## src/rtl/sample_sched.sv

```systemverilog
// ADC -> compute -> DAC sample scheduler with a compute watchdog and saturating overrun/timeout counters.
// Define SAMPLE_SCHED_HOLD_EN to keep one sample captured while busy and launch it straight after PUSH.
module sample_sched #(
   parameter int DATA_W  = 32,
   parameter int TIMEOUT = 255
) (
   input  logic              design_clk,
   input  logic              design_n_rst,
   input  logic              en,
   input  logic [DATA_W-1:0] adc_tdata,
   input  logic              adc_tvalid,
   output logic              adc_tready,
   output logic              cmp_start,
   output logic [DATA_W-1:0] cmp_x,
   input  logic              cmp_done,
   input  logic [DATA_W-1:0] cmp_y,
   output logic [DATA_W-1:0] dac_tdata,
   output logic              dac_tvalid,
   input  logic              dac_tready,
   output logic [15:0]       ovr_cnt,
   output logic [7:0]        to_cnt,
   output logic [1:0]        state
);

   typedef enum logic [1:0] {IDLE = 2'd0, RUN = 2'd1, PUSH = 2'd2} state_t;
   localparam logic [9:0] TIMEOUT_W = 10'(TIMEOUT);

   state_t            state_q, state_d;
   logic              cmp_start_q, cmp_start_d;
   logic [DATA_W-1:0] cmp_x_q, cmp_x_d;
   logic [DATA_W-1:0] dac_tdata_q, dac_tdata_d;
   logic              dac_tvalid_q, dac_tvalid_d;
   logic [15:0]       ovr_cnt_q, ovr_cnt_d;
   logic [7:0]        to_cnt_q, to_cnt_d;
   logic [9:0]        wdog_q, wdog_d;
   logic              hold_full_q, hold_full_d;
   logic [DATA_W-1:0] hold_q, hold_d;

   logic              busy_hs;
   logic              wdog_exp;
   logic              push_done;
   logic              take_full;
   logic [DATA_W-1:0] take_data;
   logic [1:0]        ovr_inc;
   logic [16:0]       ovr_sum;

   // Outside IDLE the ADC is never stalled; anything accepted there is an overrun candidate.
   assign adc_tready = (state_q == IDLE) ? en : 1'b1;

   always_comb begin
      state_d      = state_q;
      cmp_start_d  = 1'b0;
      cmp_x_d      = cmp_x_q;
      dac_tdata_d  = dac_tdata_q;
      dac_tvalid_d = dac_tvalid_q;
      to_cnt_d     = to_cnt_q;
      wdog_d       = wdog_q;
      hold_full_d  = hold_full_q;
      hold_d       = hold_q;
      ovr_inc      = 2'd0;
      busy_hs      = adc_tvalid && (state_q != IDLE);
      wdog_exp     = (wdog_q + 10'd1) >= TIMEOUT_W;
      push_done    = dac_tvalid_q && dac_tready;
`ifdef SAMPLE_SCHED_HOLD_EN
      // take_* is the hold contents including a sample arriving on this very edge (newest wins).
      take_full = hold_full_q || busy_hs;
      take_data = busy_hs ? adc_tdata : hold_q;
      if (busy_hs) begin
         hold_full_d = 1'b1;
         hold_d      = adc_tdata;
         if (hold_full_q) ovr_inc = 2'd1;
      end
`else
      take_full = 1'b0;
      take_data = hold_q;
      if (busy_hs) ovr_inc = 2'd1;
`endif
      case (state_q)
         IDLE: begin
            if (adc_tvalid && en) begin
               cmp_x_d     = adc_tdata;
               cmp_start_d = 1'b1;
               wdog_d      = 10'd0;
               state_d     = RUN;
            end
         end
         RUN: begin
            wdog_d = wdog_q + 10'd1;
            if (cmp_done) begin
               dac_tdata_d  = cmp_y;
               dac_tvalid_d = 1'b1;
               state_d      = PUSH;
            end else if (wdog_exp) begin
               wdog_d  = 10'd0;
               state_d = IDLE;
               if (to_cnt_q != 8'hFF) to_cnt_d = to_cnt_q + 8'd1;
               if (take_full) begin
                  hold_full_d = 1'b0;
                  ovr_inc     = ovr_inc + 2'd1;
               end
            end
         end
         PUSH: begin
            if (push_done) begin
               dac_tvalid_d = 1'b0;
               state_d      = IDLE;
               if (take_full) begin
                  hold_full_d = 1'b0;
                  if (en) begin
                     cmp_x_d     = take_data;
                     cmp_start_d = 1'b1;
                     wdog_d      = 10'd0;
                     state_d     = RUN;
                  end else begin
                     ovr_inc = ovr_inc + 2'd1;
                  end
               end
            end
         end
         default: state_d = IDLE;
      endcase
      ovr_sum   = {1'b0, ovr_cnt_q} + {15'd0, ovr_inc};
      ovr_cnt_d = ovr_sum[16] ? 16'hFFFF : ovr_sum[15:0];
   end

   always_ff @(posedge design_clk or negedge design_n_rst) begin
      if (!design_n_rst) begin
         state_q      <= IDLE;
         cmp_start_q  <= 1'b0;
         cmp_x_q      <= '0;
         dac_tdata_q  <= '0;
         dac_tvalid_q <= 1'b0;
         ovr_cnt_q    <= 16'd0;
         to_cnt_q     <= 8'd0;
         wdog_q       <= 10'd0;
         hold_full_q  <= 1'b0;
         hold_q       <= '0;
      end else begin
         state_q      <= state_d;
         cmp_start_q  <= cmp_start_d;
         cmp_x_q      <= cmp_x_d;
         dac_tdata_q  <= dac_tdata_d;
         dac_tvalid_q <= dac_tvalid_d;
         ovr_cnt_q    <= ovr_cnt_d;
         to_cnt_q     <= to_cnt_d;
         wdog_q       <= wdog_d;
         hold_full_q  <= hold_full_d;
         hold_q       <= hold_d;
      end
   end

   assign state      = state_q;
   assign cmp_start  = cmp_start_q;
   assign cmp_x      = cmp_x_q;
   assign dac_tdata  = dac_tdata_q;
   assign dac_tvalid = dac_tvalid_q;
   assign ovr_cnt    = ovr_cnt_q;
   assign to_cnt     = to_cnt_q;

endmodule
```

## config.mk

```make
export PLATFORM = sky130hd
export DESIGN_NAME = sample_sched
export DESIGN_NICKNAME = d
export VERILOG_FILES = /design/src/rtl/sample_sched.sv
export SDC_FILE = /design/constraint.sdc
export NUM_CORES = 1
export LEC_CHECK = 0
export BUFFER_PORTS_ARGS = -buffer_cell sky130_fd_sc_hd__buf_2
export CELL_PAD_IN_SITES_DETAIL_PLACEMENT = 1
export CELL_PAD_IN_SITES_GLOBAL_PLACEMENT = 1
export CORE_ASPECT_RATIO = 0.8
export CORE_MARGIN = 2
export CORE_UTILIZATION = 39
export CTS_BUF_LIST = sky130_fd_sc_hd__clkbuf_8
export CTS_CLUSTER_SIZE = 20
export DETAILED_ROUTE_END_ITERATION = 16
export GPL_ROUTABILITY_DRIVEN = 0
export GPL_TIMING_DRIVEN = 1
export PLACE_DENSITY = 0.87
export SYNTH_ARGS = -nofsm -noshare
export SYNTH_HDL_FRONTEND = slang
export SYNTH_SLANG_ARGS = --single-unit
```

## constraint.sdc

```tcl
create_clock -name design_clk -period 2.75 [get_ports design_clk]
set_input_delay 0 -clock design_clk [delete_from_list [all_inputs] [get_ports design_clk]]
set_output_delay 0 -clock design_clk [all_outputs]
set_load 0.1 [all_outputs]
```

### Yosys cells after proc, flatten, opt, wreduce, memory -nomap -nowiden

Index checks and enable logic that the tools add are counted.

* bits in registers: 102
* output and inout port bits: 93
* input port bits: 70
* word-level logic and storage cells: 50

* reductions and logical operators: 13
* muxes and demuxes: 17
* bitwise logic cells: 1
* order comparisons: 1
* equal/unequal tests: 7
* add/sub/neg operators: 3

Operators by type and width (number)
* two-way mux 10 bit: 3
* case mux 10 bit (2 select lines): 1
* adder 16 x 2 -> 17 bit: 1
* two-way mux 16 bit: 1
* adder 10 x 1 -> 10 bit (second input constant): 1
* greater-or-equal comparator 10 x 8 -> 1 bit (second input constant): 1
* adder 8 x 1 -> 8 bit (second input constant): 1
* two-way mux 2 bit: 4
* inequality test 8 bit (second input constant): 1
* two-way mux 1 bit: 6
* case mux 2 bit (3 select lines): 1
* AND reduction 2 bit: 3
* AND reduction 3 bit: 2
* nonzero test 2 bit: 3
* inequality test 2 bit (second input constant): 2
* AND reduction 4 bit: 1
* logical AND 1 bit: 3
* inequality test 3 bit (second input constant): 1
* == test 2 x 1 -> 1 bit (second input constant): 1
* == test 2 bit (second input constant): 1
* zero test 2 bit: 1
* inequality test 2 x 1 -> 1 bit (second input constant): 1
* case mux 1 bit (2 select lines): 1
* inverter 1 bit: 1

### Depth between registers and ports, before layout

Gate-level depths: netlist (run 1).

* depth in word-level cells: 5
* gate-level depth with buffers: 9

### Worst setup path after synthesis (run 1)

No wires, ideal clock.

* path type: register to register
* from: reg state_q[0], in the netlist state[0]
* to: reg ovr_cnt_q[6], in the netlist ovr_cnt[6]
* slack: -0.023 ns
* period minus slack after synthesis: 2.773 ns
* cell stages (with the launch flop): 10
* arrival: 2.690 ns
* data required time: 2.666 ns
* path through: dfrtp_1 -> nor2_1 -> nor2b_1 -> ha_1 -> ha_1 -> nand3_1 -> nor3_1 -> nand4_1 -> clkbuf_1 -> o21ai_0

* cells in the longest elaborated chain, start to end: 5

Ends and longest elaborated chain
* start: declaration: RTL line 28 `state_t state_q, state_d;`
* start signal: assignment: RTL line 139 `state_q <= state_d;`
* nonzero test 2 bit: RTL line 61 `busy_hs = adc_tvalid && (state_q != IDLE);`
* logical AND 1 bit: RTL line 61
* two-way mux 1 bit: RTL line 76 `if (busy_hs) ovr_inc = 2'd1;`
* adder 16 x 2 -> 17 bit: RTL line 122 `ovr_sum = {1'b0, ovr_cnt_q} + {15'd0, ovr_inc};`
* two-way mux 16 bit: RTL line 123 `ovr_cnt_d = ovr_sum[16] ? 16'hFFFF : ovr_sum[15:0];`
* named net ovr_cnt_d[6]: RTL line 33 `logic [15:0] ovr_cnt_q, ovr_cnt_d;`
* end signal: assignment: RTL line 144 `ovr_cnt_q <= ovr_cnt_d;`
* end: declaration: RTL line 33

The timed path passes the listed nets, and every way through them passes these cells.
A chain may end at the register's enable or synchronous reset.

### Worst setup path in the final report (run 1)

* from: reg wdog_q[1]
* to: reg wdog_q[7]

* cells in the longest elaborated chain, start to end: 5

Ends and longest elaborated chain
* start: declaration: RTL line 35 `logic [9:0] wdog_q, wdog_d;`
* start signal: assignment: RTL line 146 `wdog_q <= wdog_d;`
* adder 10 x 1 -> 10 bit (*): RTL line 62, 88
* greater-or-equal comparator 10 x 8 -> 1 bit: RTL line 62 `wdog_exp = (wdog_q + 10'd1) >= TIMEOUT_W;`
* two-way mux 10 bit: RTL line 93 `end else if (wdog_exp) begin`
* two-way mux 10 bit (*): RTL line 89 `if (cmp_done) begin`
* case mux 10 bit (2 select lines) (*): RTL line 78 `case (state_q)`

Mark *: on every way between the ends. The rest lies on a longest branch, timed or not.

==> results of run 1 <==
worst max-delay path by stage:
stage | start | end | slack, ns
after CTS | state[0] | ovr_cnt[3] | 0.19
after floorplan | state[1] | ovr_cnt[6] | 0.03
after detailed placement | state[0] | ovr_cnt[3] | 0.22
after global placement | state[0] | ovr_cnt[0] | 0.46
after global routing | wdog_q[1] | wdog_q[7] | 0.26
final | wdog_q[1] | wdog_q[7] | 0.45
metal layers:
layer  up-vias  routed length, um  global-route usage
met5         -                  0                   0
met4         0                493               0.103
met3        33                759              0.0631
met2       128               8150               0.477
met1      1868               5950               0.296
li1       1667                  -                   -
synth_stat cells (all sizes together), types with 2 or more instances:
library cell	n	area, um2
a211oi	3	37.5
a21boi	2	15.0
a21oi	12	63.8
a311oi	2	17.5
a31oi	7	43.8
and3	4	26.3
and4	2	17.5
clkbuf	9	33.8
dfrtp	102	2550
ha	5	62.6
inv	5	18.8
mux2	67	754
nand2	31	116
nand2b	5	38.8
nand3	10	50.1
nand4	4	40.0
nor2	18	67.6
nor2b	6	37.5
nor3	2	15.0
o21ai	11	55.1
or3	3	23.8
xnor2	5	43.8
xor2	12	105
flip-flops by register name (all words and copies together), names as in the netlist:
name / count
dac_tvalid: 1
wdog_q: 10
state: 2
to_cnt: 8
cmp_x: 32
cmp_start: 1
dac_tdata: 32
ovr_cnt: 16
kinds of logic after synthesis:
logic type / count (synthesis) / synth area share
simple gates: 90 / 0.108
xor+xnor: 17 / 0.0342
mux: 67 / 0.173
flops: 102 / 0.586
buf+inv: 15 / 0.0132
compound gates: 46 / 0.0718
fa+ha+maj: 5 / 0.0144
stage by stage:
stage	worst slack (ns)	hold WS (ns)	area (um2)	utilization	std cells
finish	0.447	0.00970	6250	0.574	728
global placement	0.461	0.106	5370	0.493	643
global route	0.264	0.0207	6250	0.574	728
detailed placement	0.223	0.120	5370	0.493	643
floorplan	0.0270	-0.296	4360	-	342
CTS	0.187	0.0278	6240	0.573	725
tightest hold or removal path, delay by kind of cell:
kind	cells	cell delay [ns]
AND/OR/NAND/NOR	1	0.09
buffers and inverters	1	0.17
AO/OA/AOI/OAI	1	0.09
layout make-up:
class | instances | share of cell area
antenna | 2 | 0.000801
clock buffer | 10 | 0.0220
clock inverter | 6 | 0.0120
inverter | 5 | 0.00300
multi-input combinational | 225 | 0.280
sequential | 102 | 0.409
tap | 144 | 0.0288
timing repair buffer | 234 | 0.245
layout by cell type, fill, tap and decap left out, drive strengths merged, types with 6 or more instances in the layout:
cell	n
nand2	31
dfrtp	102
a31oi	7
mux2	67
nand3	10
clkbuf	10
a21oi	12
nor2b	6
nor2	18
inv	8
buf	168
dlygate4sd3	66
xor2	12
o21ai	11
what timing repair did:
action,in CTS,in global routing
endpoints found under the hold margin,122,0
hold buffers,66,0
setup endpoints to repair,0,2
setup buffers,0,1
resized for setup,0,0
==> results.json, run 1 <==
{
  "wl_mm": 15.4,
  "portBuffers": 162,
  "ys_types": 45,
  "h-tree-depth": 3,
  "drc": 0,
  "overflow": 0,
  "grt.total_usage": 0.263,
  "grt_max_degree": 58,
  "postSynthCellCount": 342,
  "max_freq_ghz": 0.434,
  "row_count": 34,
  "die_area_um2": 12000,
  "cts_root_buffer": "clkbuf_8",
  "wl_per_cell_um": 21.1,
  "fillerInstances": 1208,
  "grt_pass1_vias": 4194,
  "hold_violations": 0,
  "critical_path_class": "reg2reg",
  "r2r_slack_ns": 0.45,
  "cts_tree": "yes",
  "design.core.area_um2": 10900,
  "worst_setup_hold_path_clk_slew_ns": 0.11,
  "synthFlopType": "dfrtp_1",
  "r2r-start": "wdog_q[1]",
  "ys_ff_latch": 102,
  "setup.worst_path.end_class": "flip-flop",
  "drt_iter0_drc": 107,
  "cp_num_buf_inv": 0,
  "crit_arrival_ns": 2.61,
  "drive_gt1_frac": 0.454,
  "cts_buffer_depth": 2,
  "start_util": 0.400,
  "setup_violations": 0,
  "ys_seq_area_frac": 0.586,
  "vias": 3696,
  "rsz0062_at_grt": "no",
  "crit_fanout": 9,
  "crit_family": "compound AO/OA/AOI/OAI gates",
  "regArea_um2": 2550,
  "worstSetupStartpointType": "flip-flop",
  "multi_input_area_um2": 1750,
  "die_w_um": 122,
  "antenna_found_initial": 2,
  "area_growth_pct": 43.4,
  "worstHoldStart": "cmp_done",
  "synth_nets": 417,
  "dr.pass1.iters": 4,
  "die_y_um": 98.6,
  "cp.depth": 6,
  "worst_pin_slew_ns": 0.752,
  "syn_avg_cell_area_um2": 12.7,
  "hp-class": "in2reg",
  "hold_end": "dac_tvalid",
  "numCtsBuffers": 9,
  "whs_path_depth": 3,
  "maxCapViolCount": 0,
  "final_nets": 652,
  "dp_hpwl_mm": 8.63,
  "async_reset_ff_frac": 1.00,
  "status": "finished clean",
  "reg2regPathDepth": 6,
  "detail-route-antenna-nets": 0,
  "grt_pass1_wl_mm": 23.9,
  "slew_headroom": 0.499,
  "rr_endpoint": "wdog_q[7]",
  "yosysWarnings": 0,
  "syn_area_um2": 4360,
  "cp_slowest_stage_delay_ns": 0.57,
  "period_minus_slack_ns": 2.30,
  "slowest_stage": "a211oi_2",
  "clock_skew_ns": 0.0141,
  "pin_count": 163,
  "crit_required_ns": 3.06,
  "clock-sinks": 102,
  "insertion_delay_ns": 0.38,
  "tns_ns": 0,
  "period_share": 0.837,
  "cp_cell_sequence": "nand3_1, xor2_1, a311oi_1, a211oi_2, a21boi_0, a21o_1",
  "via_per_inst": 5.08,
  "synth_edf_count": 0,
  "slew_violations": 0
}
Power of run 1 is left out: the tool's default activity adds up to more than one toggle a clock period on the data nets, which glitch-free logic cannot reach.
==> inputs of run 2 (changes only) <==
- ABC_AREA: unset -> 1
- CORE_UTILIZATION: 39 -> 37
- PLACE_DENSITY: 0.87 -> 0.89
- clock period: 2.75 -> 2.3 ns (I/O delays scaled with it)
==> results.json, run 2 <==
{
  "ys_seq_area_frac": 0.569,
  "dr.pass1.iters": 4,
  "dp_slack_ns": -0.0230,
  "async_reset_ff_frac": 1.00,
  "critical_path_class": "reg2reg",
  "r2r_slack_ns": 0.19,
  "whs_path_depth": 4,
  "drc": 0,
  "crit_fanout": 5,
  "reg2regPathDepth": 11,
  "dp_hpwl_mm": 9.73,
  "cts_buffer_depth": 2,
  "setup_violations": 0,
  "worst_pin_slew_ns": 0.610,
  "rsz0062_at_grt": "yes",
  "start_util": 0.384,
  "period_share": 0.916,
  "die_y_um": 102,
  "worstHoldStart": "cmp_done",
  "hold_violations": 0,
  "die_w_um": 127,
  "rr_endpoint": "ovr_cnt[10]",
  "fin_ws_ns": 0.194,
  "period_minus_slack_ns": 2.11,
  "max_freq_ghz": 0.475,
  "detail-route-antenna-nets": 0,
  "crit_arrival_ns": 2.40,
  "postSynthCellCount": 551,
  "area_growth_pct": 42.0,
  "syn_area_um2": 4490,
  "crit_required_ns": 2.60,
  "wl_mm": 15.4,
  "setup.worst_path.end_class": "flip-flop",
  "final_common_cell": "nand2_1",
  "antenna_found_initial": 0,
  "synthFlopType": "dfrtp_1",
  "vias": 4497,
  "h-tree-depth": 3,
  "drt_iter0_drc": 113,
  "synth_nets": 626,
  "antenna_cells": 0,
  "cts_tree": "yes",
  "cts_setup_buffers": 0,
  "layout_common_cells": "287 x nand2_1, 161 x buf_2, 99 x dfrtp_1, 66 x dlygate4sd3_1",
  "yosysWarnings": 0,
  "slew_violations": 0,
  "synth.area.top_cells": "dfrtp_1 57%, nand2_1 24%, nand3_1 4.0%, inv_1 2.9%, nor2_1 1.7%",
  "maxCapViolCount": 0,
  "crit_path_start": "state[1]",
  "final_nets": 856,
  "clock-sinks": 102,
  "ys_types": 26,
  "r2r-start": "state[1]",
  "grt_pass1_vias": 5119,
  "drive_gt1_frac": 0.266,
  "pin_count": 163,
  "post-route-util": 0.545,
  "postPlaceCellArea_um2": 5480,
  "synthTopCellsByCount": "287 x nand2_1, 102 x dfrtp_1, 36 x nand3_1",
  "clock_skew_ns": 0.0124,
  "slew_headroom": 0.593,
  "row_count": 35,
  "hold_end": "state[0]",
  "die_area_um2": 13000,
  "ys_ff_latch": 102,
  "synthDominantCellAreaShare": 0.569,
  "wl_per_cell_um": 16.5,
  "numCtsBuffers": 9,
  "portBuffers": 162,
  "status": "finished clean",
  "insertion_delay_ns": 0.36,
  "yosysTopAreaCell": "dfrtp_1",
  "worst_setup_hold_path_clk_slew_ns": 0.10,
  "grt_max_degree": 41,
  "synth_edf_count": 0,
  "worstSetupStartpointType": "flip-flop",
  "hp-class": "in2reg",
  "yosysMostFrequentCell": "nand2_1",
  "grt.total_usage": 0.247,
  "via_per_inst": 4.81,
  "timing.hold.ws_ns": 0.0380,
  "design_area_um2": 6370,
  "grt_pass1_wl_mm": 25.2,
  "overflow": 0,
  "design.core.area_um2": 11700,
  "cts_root_buffer": "clkbuf_8",
  "syn_avg_cell_area_um2": 8.14
}
==> run 2: changes by cell type after synthesis, sizes merged, moves of 9 or more <==
| cell | previous run | this run |
|---|---|---|
| nand2 | 31 | 290 |
| mux2 | 67 | 0 |
| inv | 5 | 39 |
| nand3 | 10 | 36 |
| a21oi | 12 | 2 |
| nor2 | 18 | 27 |
==> run 2: cell type report <==
class / count / area [um2]
multi-input combinational: 395 / 1740
clock inverter: 5 / 57.6
fill: 1436 / 5320
tap: 148 / 185
inverter: 39 / 146
clock buffer: 11 / 151
sequential: 102 / 2560
timing repair buffer: 234 / 1530
==> run 2: routing by layer <==
layer	up-vias	track usage	wire (um)
li1	2143	-	-
met1	2192	0.276	6200
met2	138	0.473	8070
met3	24	0.0560	783
met4	0	0.0778	336
met5	-	0	0
==> run 2: worst max-delay path by stage <==
stage | to | slack, ns | cells past startpoint
floorplan | ovr_cnt[7] | 0.01 | 8
global placement | ovr_cnt[14] | 0.17 | 10
detailed placement | ovr_cnt[14] | -0.02 | 10
CTS | ovr_cnt[14] | 0.13 | 11
global route | ovr_cnt[15] | -0.02 | 10
finish | ovr_cnt[10] | 0.19 | 11
==> run 2: critical path: stages (launching register included) <==
cell and delay (ns):
dfrtp_4 0.44, nor2_1 0.07, nor2_1 0.09, ha_1 0.19, ha_1 0.20, nand3_1 0.14, nor2_2 0.18, nand3_2 0.12
nor3_1 0.28, xor2_1 0.21, inv_1 0.06, nand2_1 0.06
==> run 2: kinds of logic (layout without fill, tap and decap cells) <==
logic type               count (synthesis)  in the layout  share of synthesized area
AND/OR/NAND/NOR                        368            368                      0.334
flip-flops                             102            102                      0.569
buffers and inverters                   54            289                     0.0491
AO/OA/AOI/OAI                           11             11                     0.0128
XOR/XNOR                                11             11                     0.0215
adder cells (fa/ha/maj)                  5              5                     0.0139
==> run 2: through the flow <==
| step | TNS, ns | std cells |
|---|---|---|
| floorplan | 0 | 551 |
| global placement | 0 | 852 |
| detailed placement | -0.0351 | 852 |
| CTS | 0 | 934 |
| global route | -0.0200 | 934 |
| finish | 0 | 934 |
==> run 2: what timing repair did <==
item,CTS,global route
gates resized for setup,1,6
hold buffers,66,0
setup endpoints to repair,10,16
endpoints found under the hold margin,104,0
Power of run 2 is left out for the same reason.
